==> src/rtl/pc_sequencer_if.sv <==
`default_nettype none
// ============================================================================
// Module      : pc_sequencer_if
// Description : Redirect/fetch bundle between execute/trap logic, fetch and
//               the program-counter sequencer.
// Revision    : 1.0 - initial release
// ============================================================================
interface pc_sequencer_if #(
    parameter int XLEN = 64
) ();
    logic            trap_en;
    logic [XLEN-1:0] trap_pc;
    logic            jump_en;
    logic [XLEN-1:0] jump_pc;
    logic            halt_req;
    logic            inst_is_c;
    logic            pc_ready;
    logic            pc_valid;
    logic [XLEN-1:0] pc;
    logic            redirect;
    logic            misalign;
    logic [XLEN-1:0] misalign_addr;

    // Master: the environment (redirect sources plus the fetch acceptor).
    modport master (
        output trap_en, trap_pc, jump_en, jump_pc, halt_req, inst_is_c, pc_ready,
        input  pc_valid, pc, redirect, misalign, misalign_addr
    );

    modport slave (
        input  trap_en, trap_pc, jump_en, jump_pc, halt_req, inst_is_c, pc_ready,
        output pc_valid, pc, redirect, misalign, misalign_addr
    );
endinterface
`default_nettype wire

==> src/rtl/pc_sequencer.sv <==
`default_nettype none
// ============================================================================
// Module      : pc_sequencer
// Description : Program-counter sequencer with BOOT/RUN/HALT control, fetch
//               handshake, prioritised trap/jump redirects and misaligned
//               jump detection. All outputs are registered.
// Revision    : 1.0 - initial release
// ============================================================================
module pc_sequencer #(
    parameter int              XLEN         = 64,
    parameter logic [XLEN-1:0] RESET_VECTOR = 'h8000_0000,
    parameter int              IALIGN       = 32
) (
    input  wire           clk,
    input  wire           rst,
    pc_sequencer_if.slave bus
);

    // Any IALIGN other than 16 behaves as 32-bit alignment.
    localparam bit              c_compressed = (IALIGN == 16);
    localparam logic [XLEN-1:0] c_mask       = c_compressed ? XLEN'(1) : XLEN'(3);
    localparam logic [XLEN-1:0] c_step_c     = XLEN'(2);
    localparam logic [XLEN-1:0] c_step_full  = XLEN'(4);

    typedef enum logic [1:0] {
        S_BOOT = 2'd0,
        S_RUN  = 2'd1,
        S_HALT = 2'd2
    } state_t;

    state_t          r_state;
    logic [XLEN-1:0] r_pc;
    logic            r_pc_valid;
    logic            r_redirect;
    logic            r_misalign;
    logic [XLEN-1:0] r_misalign_addr;

    logic [XLEN-1:0] w_step;
    logic [XLEN-1:0] w_trap_target;
    logic            w_jump_misaligned;

    assign w_step            = (c_compressed && bus.inst_is_c) ? c_step_c : c_step_full;
    assign w_trap_target     = bus.trap_pc & ~c_mask;
    assign w_jump_misaligned = |(bus.jump_pc & c_mask);

    always_ff @(posedge clk) begin
        if (rst) begin
            r_state         <= S_BOOT;
            r_pc            <= RESET_VECTOR;
            r_pc_valid      <= 1'b0;
            r_redirect      <= 1'b0;
            r_misalign      <= 1'b0;
            r_misalign_addr <= '0;
        end else begin
            // Event pulses fall back to zero unless re-asserted below.
            r_redirect <= 1'b0;
            r_misalign <= 1'b0;
            case (r_state)
                S_BOOT: begin
                    r_state    <= S_RUN;
                    r_pc_valid <= 1'b1;
                end
                S_RUN: begin
                    if (bus.trap_en) begin
                        r_pc       <= w_trap_target;
                        r_redirect <= 1'b1;
                    end else if (bus.jump_en) begin
                        if (w_jump_misaligned) begin
                            r_pc_valid      <= 1'b0;
                            r_misalign      <= 1'b1;
                            r_misalign_addr <= bus.jump_pc;
                            r_state         <= S_HALT;
                        end else begin
                            r_pc       <= bus.jump_pc;
                            r_redirect <= 1'b1;
                        end
                    end else if (bus.halt_req) begin
                        r_pc_valid <= 1'b0;
                        r_state    <= S_HALT;
                    end else if (bus.pc_ready) begin
                        // pc_valid is always high in RUN, so ready alone marks a transfer.
                        r_pc <= r_pc + w_step;
                    end
                end
                S_HALT: begin
                    if (bus.trap_en) begin
                        r_pc       <= w_trap_target;
                        r_pc_valid <= 1'b1;
                        r_redirect <= 1'b1;
                        r_state    <= S_RUN;
                    end
                end
                default: begin
                    r_state    <= S_BOOT;
                    r_pc       <= RESET_VECTOR;
                    r_pc_valid <= 1'b0;
                end
            endcase
        end
    end

    assign bus.pc            = r_pc;
    assign bus.pc_valid      = r_pc_valid;
    assign bus.redirect      = r_redirect;
    assign bus.misalign      = r_misalign;
    assign bus.misalign_addr = r_misalign_addr;

endmodule
`default_nettype wire
==> src/flat_wrapper.sv <==
// flat-port wrapper written by rule: the top's interface ports become plain ports
module pc_sequencer_flat 
#(
    parameter int              XLEN         = 64,
    parameter logic [XLEN-1:0] RESET_VECTOR = 'h8000_0000,
    parameter int              IALIGN       = 32
)
  (clk, rst, bus_trap_en, bus_trap_pc, bus_jump_en, bus_jump_pc, bus_halt_req, bus_inst_is_c, bus_pc_ready, bus_pc_valid, bus_pc, bus_redirect, bus_misalign, bus_misalign_addr);
  pc_sequencer_if #(.XLEN(XLEN)) bus_i ();
  input  wire clk;
  input  wire rst;
  input wire logic [$bits(bus_i.trap_en)-1:0] bus_trap_en;
  input wire logic [$bits(bus_i.trap_pc)-1:0] bus_trap_pc;
  input wire logic [$bits(bus_i.jump_en)-1:0] bus_jump_en;
  input wire logic [$bits(bus_i.jump_pc)-1:0] bus_jump_pc;
  input wire logic [$bits(bus_i.halt_req)-1:0] bus_halt_req;
  input wire logic [$bits(bus_i.inst_is_c)-1:0] bus_inst_is_c;
  input wire logic [$bits(bus_i.pc_ready)-1:0] bus_pc_ready;
  output wire logic [$bits(bus_i.pc_valid)-1:0] bus_pc_valid;
  output wire logic [$bits(bus_i.pc)-1:0] bus_pc;
  output wire logic [$bits(bus_i.redirect)-1:0] bus_redirect;
  output wire logic [$bits(bus_i.misalign)-1:0] bus_misalign;
  output wire logic [$bits(bus_i.misalign_addr)-1:0] bus_misalign_addr;
  assign bus_i.trap_en = bus_trap_en;
  assign bus_i.trap_pc = bus_trap_pc;
  assign bus_i.jump_en = bus_jump_en;
  assign bus_i.jump_pc = bus_jump_pc;
  assign bus_i.halt_req = bus_halt_req;
  assign bus_i.inst_is_c = bus_inst_is_c;
  assign bus_i.pc_ready = bus_pc_ready;
  assign bus_pc_valid = bus_i.pc_valid;
  assign bus_pc = bus_i.pc;
  assign bus_redirect = bus_i.redirect;
  assign bus_misalign = bus_i.misalign;
  assign bus_misalign_addr = bus_i.misalign_addr;
  pc_sequencer #(.XLEN(XLEN), .RESET_VECTOR(RESET_VECTOR), .IALIGN(IALIGN)) u_core (.clk(clk), .rst(rst), .bus(bus_i));
endmodule
==> config.mk <==
export PLATFORM = sky130hd
export DESIGN_NAME = pc_sequencer_flat
export DESIGN_NICKNAME = d
export VERILOG_FILES = /design/src/rtl/pc_sequencer_if.sv /design/src/rtl/pc_sequencer.sv /design/src/flat_wrapper.sv
export SDC_FILE = /design/constraint.sdc
export NUM_CORES = 1
export LEC_CHECK = 0
export BUFFER_PORTS_ARGS = -buffer_cell sky130_fd_sc_hd__clkbuf_2
export CAP_MARGIN = 20
export CELL_PAD_IN_SITES_DETAIL_PLACEMENT = 0
export CELL_PAD_IN_SITES_GLOBAL_PLACEMENT = 1
export CORE_ASPECT_RATIO = 0.75
export CORE_UTILIZATION = 36
export DETAILED_ROUTE_END_ITERATION = 12
export GPL_TIMING_DRIVEN = 0
export PLACE_DENSITY = 0.87
export SLEW_MARGIN = 20
export SYNTH_ARGS = -nofsm -noshare
export SYNTH_HDL_FRONTEND = slang
export SYNTH_SLANG_ARGS = --single-unit
==> constraint.sdc <==
create_clock -name clk -period 3.39 [get_ports clk]
set_clock_uncertainty 0.15 [all_clocks]
set_input_delay 0.678 -clock clk [delete_from_list [all_inputs] [get_ports clk]]
set_output_delay 0.678 -clock clk [all_outputs]
set_load 0.02 [all_outputs]
==> Word-level counts from Yosys, hierarchy flattened <==
Index checks and enable logic that the tools add are counted.
{ "classes": {"addsub": 1, "n_eq_ne": 9, "n_mux": 25, "n_bitwise": 4, "reduce_logical": 6} }
{ "ops": {"columns": ["cell", "n"], "rows": [
  ["two-way mux 64 bit", 6],
  ["one-hot mux 64 bit (3 select lines)", 1],
  ["adder 64 x 3 -> 64 bit (second input constant)", 1],
  ["inequality test 4 bit (second input constant)", 3],
  ["two-way mux 1 bit", 10],
  ["two-way mux 2 bit", 5],
  ["AND reduction 4 bit", 2],
  ["one-hot mux 2 bit (3 select lines)", 1],
  ["AND reduction 5 bit", 1],
  ["inequality test 2 bit (second input constant)", 2],
  ["NOT 1 bit", 4],
  ["OR reduction 4 bit", 1],
  ["inequality test 3 x 2 -> 1 bit (second input constant)", 1],
  ["inequality test 3 bit (second input constant)", 1],
  ["one-hot mux 1 bit (3 select lines)", 1],
  ["== test 2 x 1 -> 1 bit (second input constant)", 1],
  ["== test 2 bit (second input constant)", 1],
  ["zero test 2 bit", 1],
  ["one-hot mux 1 bit (2 select lines)", 1],
  ["OR reduction 2 bit", 1]
]} }
{ "word_totals": {"regBits": 133, "inputBits": 135, "word_cells": 51} }

==> Logic depth before layout (Yosys ltp) <==
Gate-level depths: netlist of run 1.
{ "logic_depth": {"word_depth": 6, "depth_mapped": 11, "mapped_depth_nobuf": 8} }

==> Worst setup path after synthesis of run 1 <==
No wires, ideal clock.
{ "synth_path": {"path_type": "input to register", "from": "input port bus_trap_en", "to": "register u_core.r_pc[63], in the netlist u_core.bus.pc[63]", "setup_ps": 124, "arrival_time_ps": 2241, "required_ps": 3116, "setup_slack_ps": 874, "cell_stages": 8, "path_buffers": 2, "path_cell_list": "buf_2 nor3b_1 a21oi_1 and2_1 clkbuf_1 nand2_1 nor3b_1 a2111o_1"} }
{ "synth_between": {"elab_chain_cells": 2} }
{ "synth_lines": {"columns": ["element", "line", "source"], "rows": [
  ["from (decl)", "flat_wrapper.sv:12", "input wire logic [$bits(bus_i.trap_en)-1:0] bus_trap_en;"],
  ["inequality test 4 bit (no source line), or another cell as far along", null, null],
  ["AND reduction 5 bit (no source line) or one-hot mux 64 bit (3 select lines) (tied branches)", null, null],
  ["to (signal assigned)", "pc_sequencer.sv:65", "r_pc <= w_trap_target;"],
  ["to (signal assigned)", "pc_sequencer.sv:74", "r_pc <= bus.jump_pc;"],
  ["to (signal assigned)", "pc_sequencer.sv:82", "r_pc <= r_pc + w_step;"],
  ["to (decl)", "pc_sequencer.sv:32", "logic [XLEN-1:0] r_pc;"]
]} }
Parallel ways exist; a longest one is shown, timed or not.
A chain may end at the register's enable or synchronous reset.

==> Worst setup path in the final report of run 1 <==
{ "layout_path": {"from": "input port bus_trap_en", "to": "register u_core.r_pc[50], in the netlist u_core.bus.pc[50]"} }
The elaborated chain is that of the path after synthesis.

==> results.cfg, run 1 <==
[worst_setup_path]
worstPathCellList = clkbuf_2 > buf_2 > clkbuf_1 > clkbuf_1 > clkbuf_1 > o21ai_0 > a22oi_1 > nor2_1 > a21oi_1 > o31ai_1
worstPathArrival_ps = 3360
worstSetupPathType = input port to flop
path_depth = 10
critPathLaunchType = input port
r2r_setup_slack_ps = 210
crit_start = bus_trap_en
r2r_end = u_core.bus.pc[62]
required_ps = 3540
critPathMaxStageDelay_ps = 610
path_delay_family = buffers and inverters
critical_path.slowest_cell = clkbuf_1
path_buf_inv = 5
cp_max_fo = 10
end_kind = flop
r2r_cells = 10
timing.rr.start = u_core.r_state[0]
crit_end = u_core.bus.pc[50]
cp_common_cell = clkbuf_1

[die]
fp.dieH_um = 130
rows = 46
die-area_um2 = 22300
fp.dieW_um = 172
core-area_um2 = 21200
start_util_pct = 36.8
io-pin-count = 266

[hold_path]
hp-class = flop to flop
hold_depth = 2

[cts]
postCtsSetupBuffers = 0
cts.clk_slew.worst_paths_ps = 60
postCtsHoldBufs = 0
postCtsResizedCells = 0
clock_sinks = 133
tritoncts = yes
clk_latency_ps = 440
clock_path_buffers = 2
cts_max_level = 4
cts_buffers = 17
cts_root_buffer = clkbuf_16

[synthesis]
syn_area_um2 = 7820
synth_edf_count = 0
synthCells = 1078
yosysTopAreaCell = dfxtp_1
ys_top_cells_by_count = nand2_1, dfxtp_1, a21oi_1
synthArstFlopShare_pct = 0
synth.area.top_cells = dfxtp_1, nand2_1, a21oi_1
synth.avg_cell_area_um2 = 7.25
seq_area_frac_synth_pct = 34.0
yosysTopAreaCellShare_pct = 34.0
yosysMostFrequentCell = nand2_1
yosysUniqueCellTypes = 66
synth_top_flop_cell = dfxtp_1
postSynthNetCount = 1218
yosysWarnings = 0
synth_seq_cells = 133

[finish]
syn_to_final_growth_pct = 30.5
fillers = 2232
fin_nets = 1499
num_antenna_cells = 0
final-instance-count-excl-fill = 1660
drive_gt1_share_pct = 23.9
stdcell_area_um2 = 10200

[drt]
met2WireLength_mm = 15.2
via_per_inst = 5.90
m1WireLength_mm = 15.9
drtAntennaViolNets = 0
drt_iter0_markers = 1168
vias = 9792
wirelength_mm = 37.4
highest_layer = met4
drcViolationCount = 0
routedWlPerCell_um = 22.5
drt_pre_antenna_iters = 7
wl_met3_mm = 5.18

[sta]
finalHoldViolCount = 0
finalCriticalPeriod_ps = 3220
worst_pin_slew_ps = 1090
slew_violations = 0
rsz0062_at_grt = false
fin_ws_ps = 174
relSlewSlack_pct = 27.2
setup_viol = 0
clock.fmax_ghz = 0.311
setup_tns_ps = 0
post-route-period-util_pct = 94.9

[status]
outcome = completed

[global_routing]
grt_first_pass_wirelength_mm = 54.4
track_usage_pct = 33.2
grt_pass1_vias = 8875
grt_max_degree = 17
antenna_found_initial = 0
grt_overflow = 0

[place]
pre_cts_ws_ps = -215
dp.cells = 1628
io_buffers = 262
hpwl_mm = 28.2
gp_congestion = 0.983
post_dp_cell_area_um2 = 9500

[pwr]
p_sw_share_pct = 38.9
irDropWorstVdd_mv = 0.253
p_sw_mw = 2.36
seqPwrFrac_pct = 30.5
power_frac_comb_pct = 32.8
p_leak_nw = 4.01
power_mw = 6.06
clkPwrFrac_pct = 36.7
power.density_nw_per_um2 = 594
power.internal_mw = 3.70

[job]
cap_violations = 0
==> worst register-to-register path, delay by kind of cell (launching register included) <==
kind	cells	cell delay, ps
compound gates	3	860
fa+ha+maj	1	190
buf+inv	3	1000
flops	1	380
simple gates	3	500
==> cells by family (layout without fill, tap and decap cells) <==
| group | Yosys count | count (layout) | synth area share [%] |
|---|---|---|---|
| flip-flops | 133 | 133 | 34.0 |
| XOR/XNOR | 23 | 23 | 2.58 |
| AND/OR/NAND/NOR | 488 | 488 | 30.3 |
| buffers and inverters | 91 | 385 | 4.50 |
| AO/OA/AOI/OAI | 326 | 326 | 26.2 |
| adder cells (fa/ha/maj) | 5 | 5 | 0.800 |
| multiplexers | 12 | 12 | 1.57 |
==> sequential cells by signal (all words and copies together) (netlist names) <==
| signal | count |
|---|---|
| u_core.bus.pc_valid | 1 |
| u_core.r_state | 2 |
| u_core.bus.misalign | 1 |
| u_core.bus.redirect | 1 |
| u_core.bus.misalign_addr | 64 |
| u_core.bus.pc | 64 |
==> power by group through the flow <==
stage | sequential [mW] | combinational [mW] | clock (mW)
detailed placement | 1.88 | 1.91 | 0
global route | 1.87 | 2.12 | 2.28
CTS | 1.85 | 1.92 | 2.23
finish | 1.85 | 1.99 | 2.22
floorplan | 1.98 | 1.01 | 0
global placement | 1.87 | 1.89 | 0
==> per-stage QoR <==
| stage | hold slack, ps | utilization (%) |
|---|---|---|
| 2_1_floorplan | 316 | - |
| 3_3_place_gp | 291 | 44.7 |
| 3_5_place_dp | 298 | 44.7 |
| 4_1_cts | 306 | 48.0 |
| 5_1_grt | 322 | 48.1 |
| 6_report | 304 | 48.1 |
==> cell usage in the layout (no fill, tap or decap), types with 26 or more instances in the layout <==
cell type	Yosys	routed
dfxtp_1	133	133
nor3_1	30	29
clkbuf_1	64	62
a22oi_1	26	26
o21ai_0	73	73
nand2_1	226	226
nand3_1	35	35
nor2_1	69	69
a21oi_1	118	118
clkbuf_2	0	264
==> how the worst min path moves through the flow <==
stage / startpoint / to / slack, ps
after floorplan: u_core.r_state[0] / u_core.r_state[0] / 320
after global placement: u_core.bus.pc[1] / u_core.bus.pc[1] / 290
after detailed placement: u_core.bus.misalign_addr[52] / u_core.bus.misalign_addr[52] / 300
after CTS: u_core.bus.misalign_addr[52] / u_core.bus.misalign_addr[52] / 310
after global routing: u_core.bus.misalign_addr[52] / u_core.bus.misalign_addr[52] / 320
final: u_core.bus.misalign_addr[52] / u_core.bus.misalign_addr[52] / 300
==> metal layers <==
metal | track usage [%] | vias up
li1 | - | 4477
met1 | 46.4 | 4519
met2 | 47.7 | 710
met3 | 9.80 | 86
met4 | 12.3 | 0
met5 | 0 | -
==> area by class of cell <==
type | count | area (µm²) | area share, %
buffer | 74 | 290 | 2.84
tap | 288 | 360 | 3.53
inverter | 17 | 63.8 | 0.625
sequential | 133 | 2660 | 26.1
clock inverter | 12 | 224 | 2.19
clock buffer | 20 | 467 | 4.57
multi-input combinational | 854 | 4830 | 47.3
timing repair buffer | 262 | 1310 | 12.8
No activity file was read; power rests on OpenSTA's default activity.
==> run 2: changes to the inputs <==
==> constraint.sdc (replaced) <==
create_clock -name clk -period 3.39 [get_ports clk]
set_clock_uncertainty 0.15 [all_clocks]
set_input_delay 0.1695 -clock clk [delete_from_list [all_inputs] [get_ports clk]]
set_output_delay 0.1695 -clock clk [all_outputs]
set_load 0.02 [all_outputs]
==> run 2 against run 1 <==
Net effect:
- maximum frequency is 2.8% lower
- hold slack worse by 300 ps
- cell area up 12%
- largest cell class unchanged
- final cell count grew 7.2%
- die area is the same
- setup slack got worse by 93 ps
- power increased by 2.1%
- wire length rose by 2.9%
- global-route usage rose by 0.88 points
- clock-buffer cell count did not move
==> results.cfg, run 2 (synthesis gave the netlist of run 1 again) <==
[finish]
final-seq-area_um2 = 2660
drive_gt1_share_pct = 22.1
num_antenna_cells = 0
final_util_pct = 53.7
final-instance-count-excl-fill = 1780
multi_input_area_um2 = 4820
syn_to_final_growth_pct = 45.9
fin_nets = 1619
layout_commonest_cell = clkbuf_2
mostFrequentLayoutCells = clkbuf_2, nand2_1, dfxtp_1
fillers = 2112
stdcell_area_um2 = 11400

[job]
cap_violations = 0

[sta]
rsz0062_at_grt = true
worst_pin_slew_ps = 1130
finalHoldViolCount = 0
post-route-period-util_pct = 97.6
setup_viol = 0
relSlewSlack_pct = 24.2
clock.fmax_ghz = 0.302
slew_violations = 0
finalCriticalPeriod_ps = 3310

[drt]
routedWlPerCell_um = 21.6
drcViolationCount = 0
drtAntennaViolNets = 0
wirelength_mm = 38.5
vias = 10304
drt_pre_antenna_iters = 5
via_per_inst = 5.79
drt_iter0_markers = 1388

[pwr]
p_leak_nw = 4.54
power.density_nw_per_um2 = 542
irDropWorstVdd_mv = 0.262

[cts]
clock_path_buffers = 2
clk_latency_ps = 440
cts_root_buffer = clkbuf_16
cts.clk_slew.worst_paths_ps = 60
postCtsSetupBuffers = 0
tritoncts = yes
cts_buffers = 17
clock_sinks = 133
cts_max_level = 4

[die]
fp.dieH_um = 130
core-area_um2 = 21200
start_util_pct = 36.8
fp.dieW_um = 172
die-area_um2 = 22300
io-pin-count = 266
rows = 46

[worst_setup_path]
cp_common_cell = clkbuf_1
crit_start = u_core.r_state[0]
worstPathArrival_ps = 3460
end_kind = flop
worstSetupPathType = flop to flop
required_ps = 3540
timing.rr.start = u_core.r_state[0]
critical_path.slowest_cell = clkbuf_1
critPathMaxStageDelay_ps = 660
critPathLaunchType = flop
worstPathCellList = inv_1 > ha_1 > clkbuf_1 > nand2b_1 > o211a_2 > nand2_1 > buf_2 > clkbuf_1 > nor2_1 > a21oi_1 > o31ai_1
cp_max_fo = 10

[global_routing]
track_usage_pct = 34.1
grt_pass1_vias = 9410
grt_overflow = 0
grt_max_degree = 17
antenna_found_initial = 0
grt_first_pass_wirelength_mm = 56.4

[place]
io_buffers = 262
hpwl_mm = 28.2
post_dp_cell_area_um2 = 9500
gp_congestion = 0.983
dp.cells = 1628

[hold_path]
holdCritStartpoint = bus_trap_pc[7]
hp-class = input port to flop

[status]
outcome = completed
run 2: cell count changes in the layout (fill, tap and decap cells not counted), sizes merged:
cell | previous run | this run
dlygate4sd3 | 0 | 121
clkbuf | 346 | 345
run 2: report_power, final:
part	total, mW	internal, mW	switching, mW
sequential	1.85	1.69	0.160
clock	2.23	1.44	0.788
combinational	2.11	0.665	1.44
total	6.19	3.80	2.39
run 2: worst paths after layout:
kind	slack, ps	cells past startpoint	end
setup / recovery	80	11	u_core.bus.pc[50]
hold / removal	4	4	u_core.bus.pc[7]
setup reg to reg	80	11	u_core.bus.pc[50]
hold reg to reg	300	2	u_core.bus.misalign_addr[52]
run 2: critical path: cells and delay by family (launching register included):
kind | cells | cell delay [ps]
compound gates | 3 | 490
fa+ha+maj | 1 | 140
buf+inv | 4 | 1520
flops | 1 | 340
simple gates | 3 | 520
run 2: area by class of cell:
class	count	area share, %
Timing Repair Buffer	383	22.1
Sequential cell	133	23.3
Multi-Input combinational cell	854	42.2
Tap cell	288	3.16
Inverter	17	0.559
Clock buffer	20	4.09
Clock inverter	12	1.96
Buffer	73	2.53
run 2: stage by stage:
stage	hold slack (ps)	setup WS [ps]	setup TNS [ps]	total power, mW
after global placement	241	-584	-30080	3.77
final	4.48	81.0	0	6.19
after floorplan	142	1030	0	2.99
after CTS	5.00	21.6	0	6.10
after global routing	20.9	-40.3	-52.2	6.39
after detailed placement	250	78.8	0	3.79
run 2: what timing repair did:
| action | CTS | global route |
|---|---|---|
| hold buffers | 121 | 0 |
| gates resized for setup | 0 | 9 |
| setup endpoints to repair | 0 | 70 |
| hold endpoints to repair | 110 | 0 |
run 2: per-layer routing:
| layer | global-route usage, % | vias to the layer above | share of wire (%) |
|---|---|---|---|
| met5 | 0 | - | 0 |
| met4 | 12.6 | 0 | 2.8 |
| met3 | 9.13 | 85 | 12 |
| met2 | 50.3 | 715 | 42 |
| met1 | 47.2 | 4786 | 43 |
| li1 | - | 4718 | - |
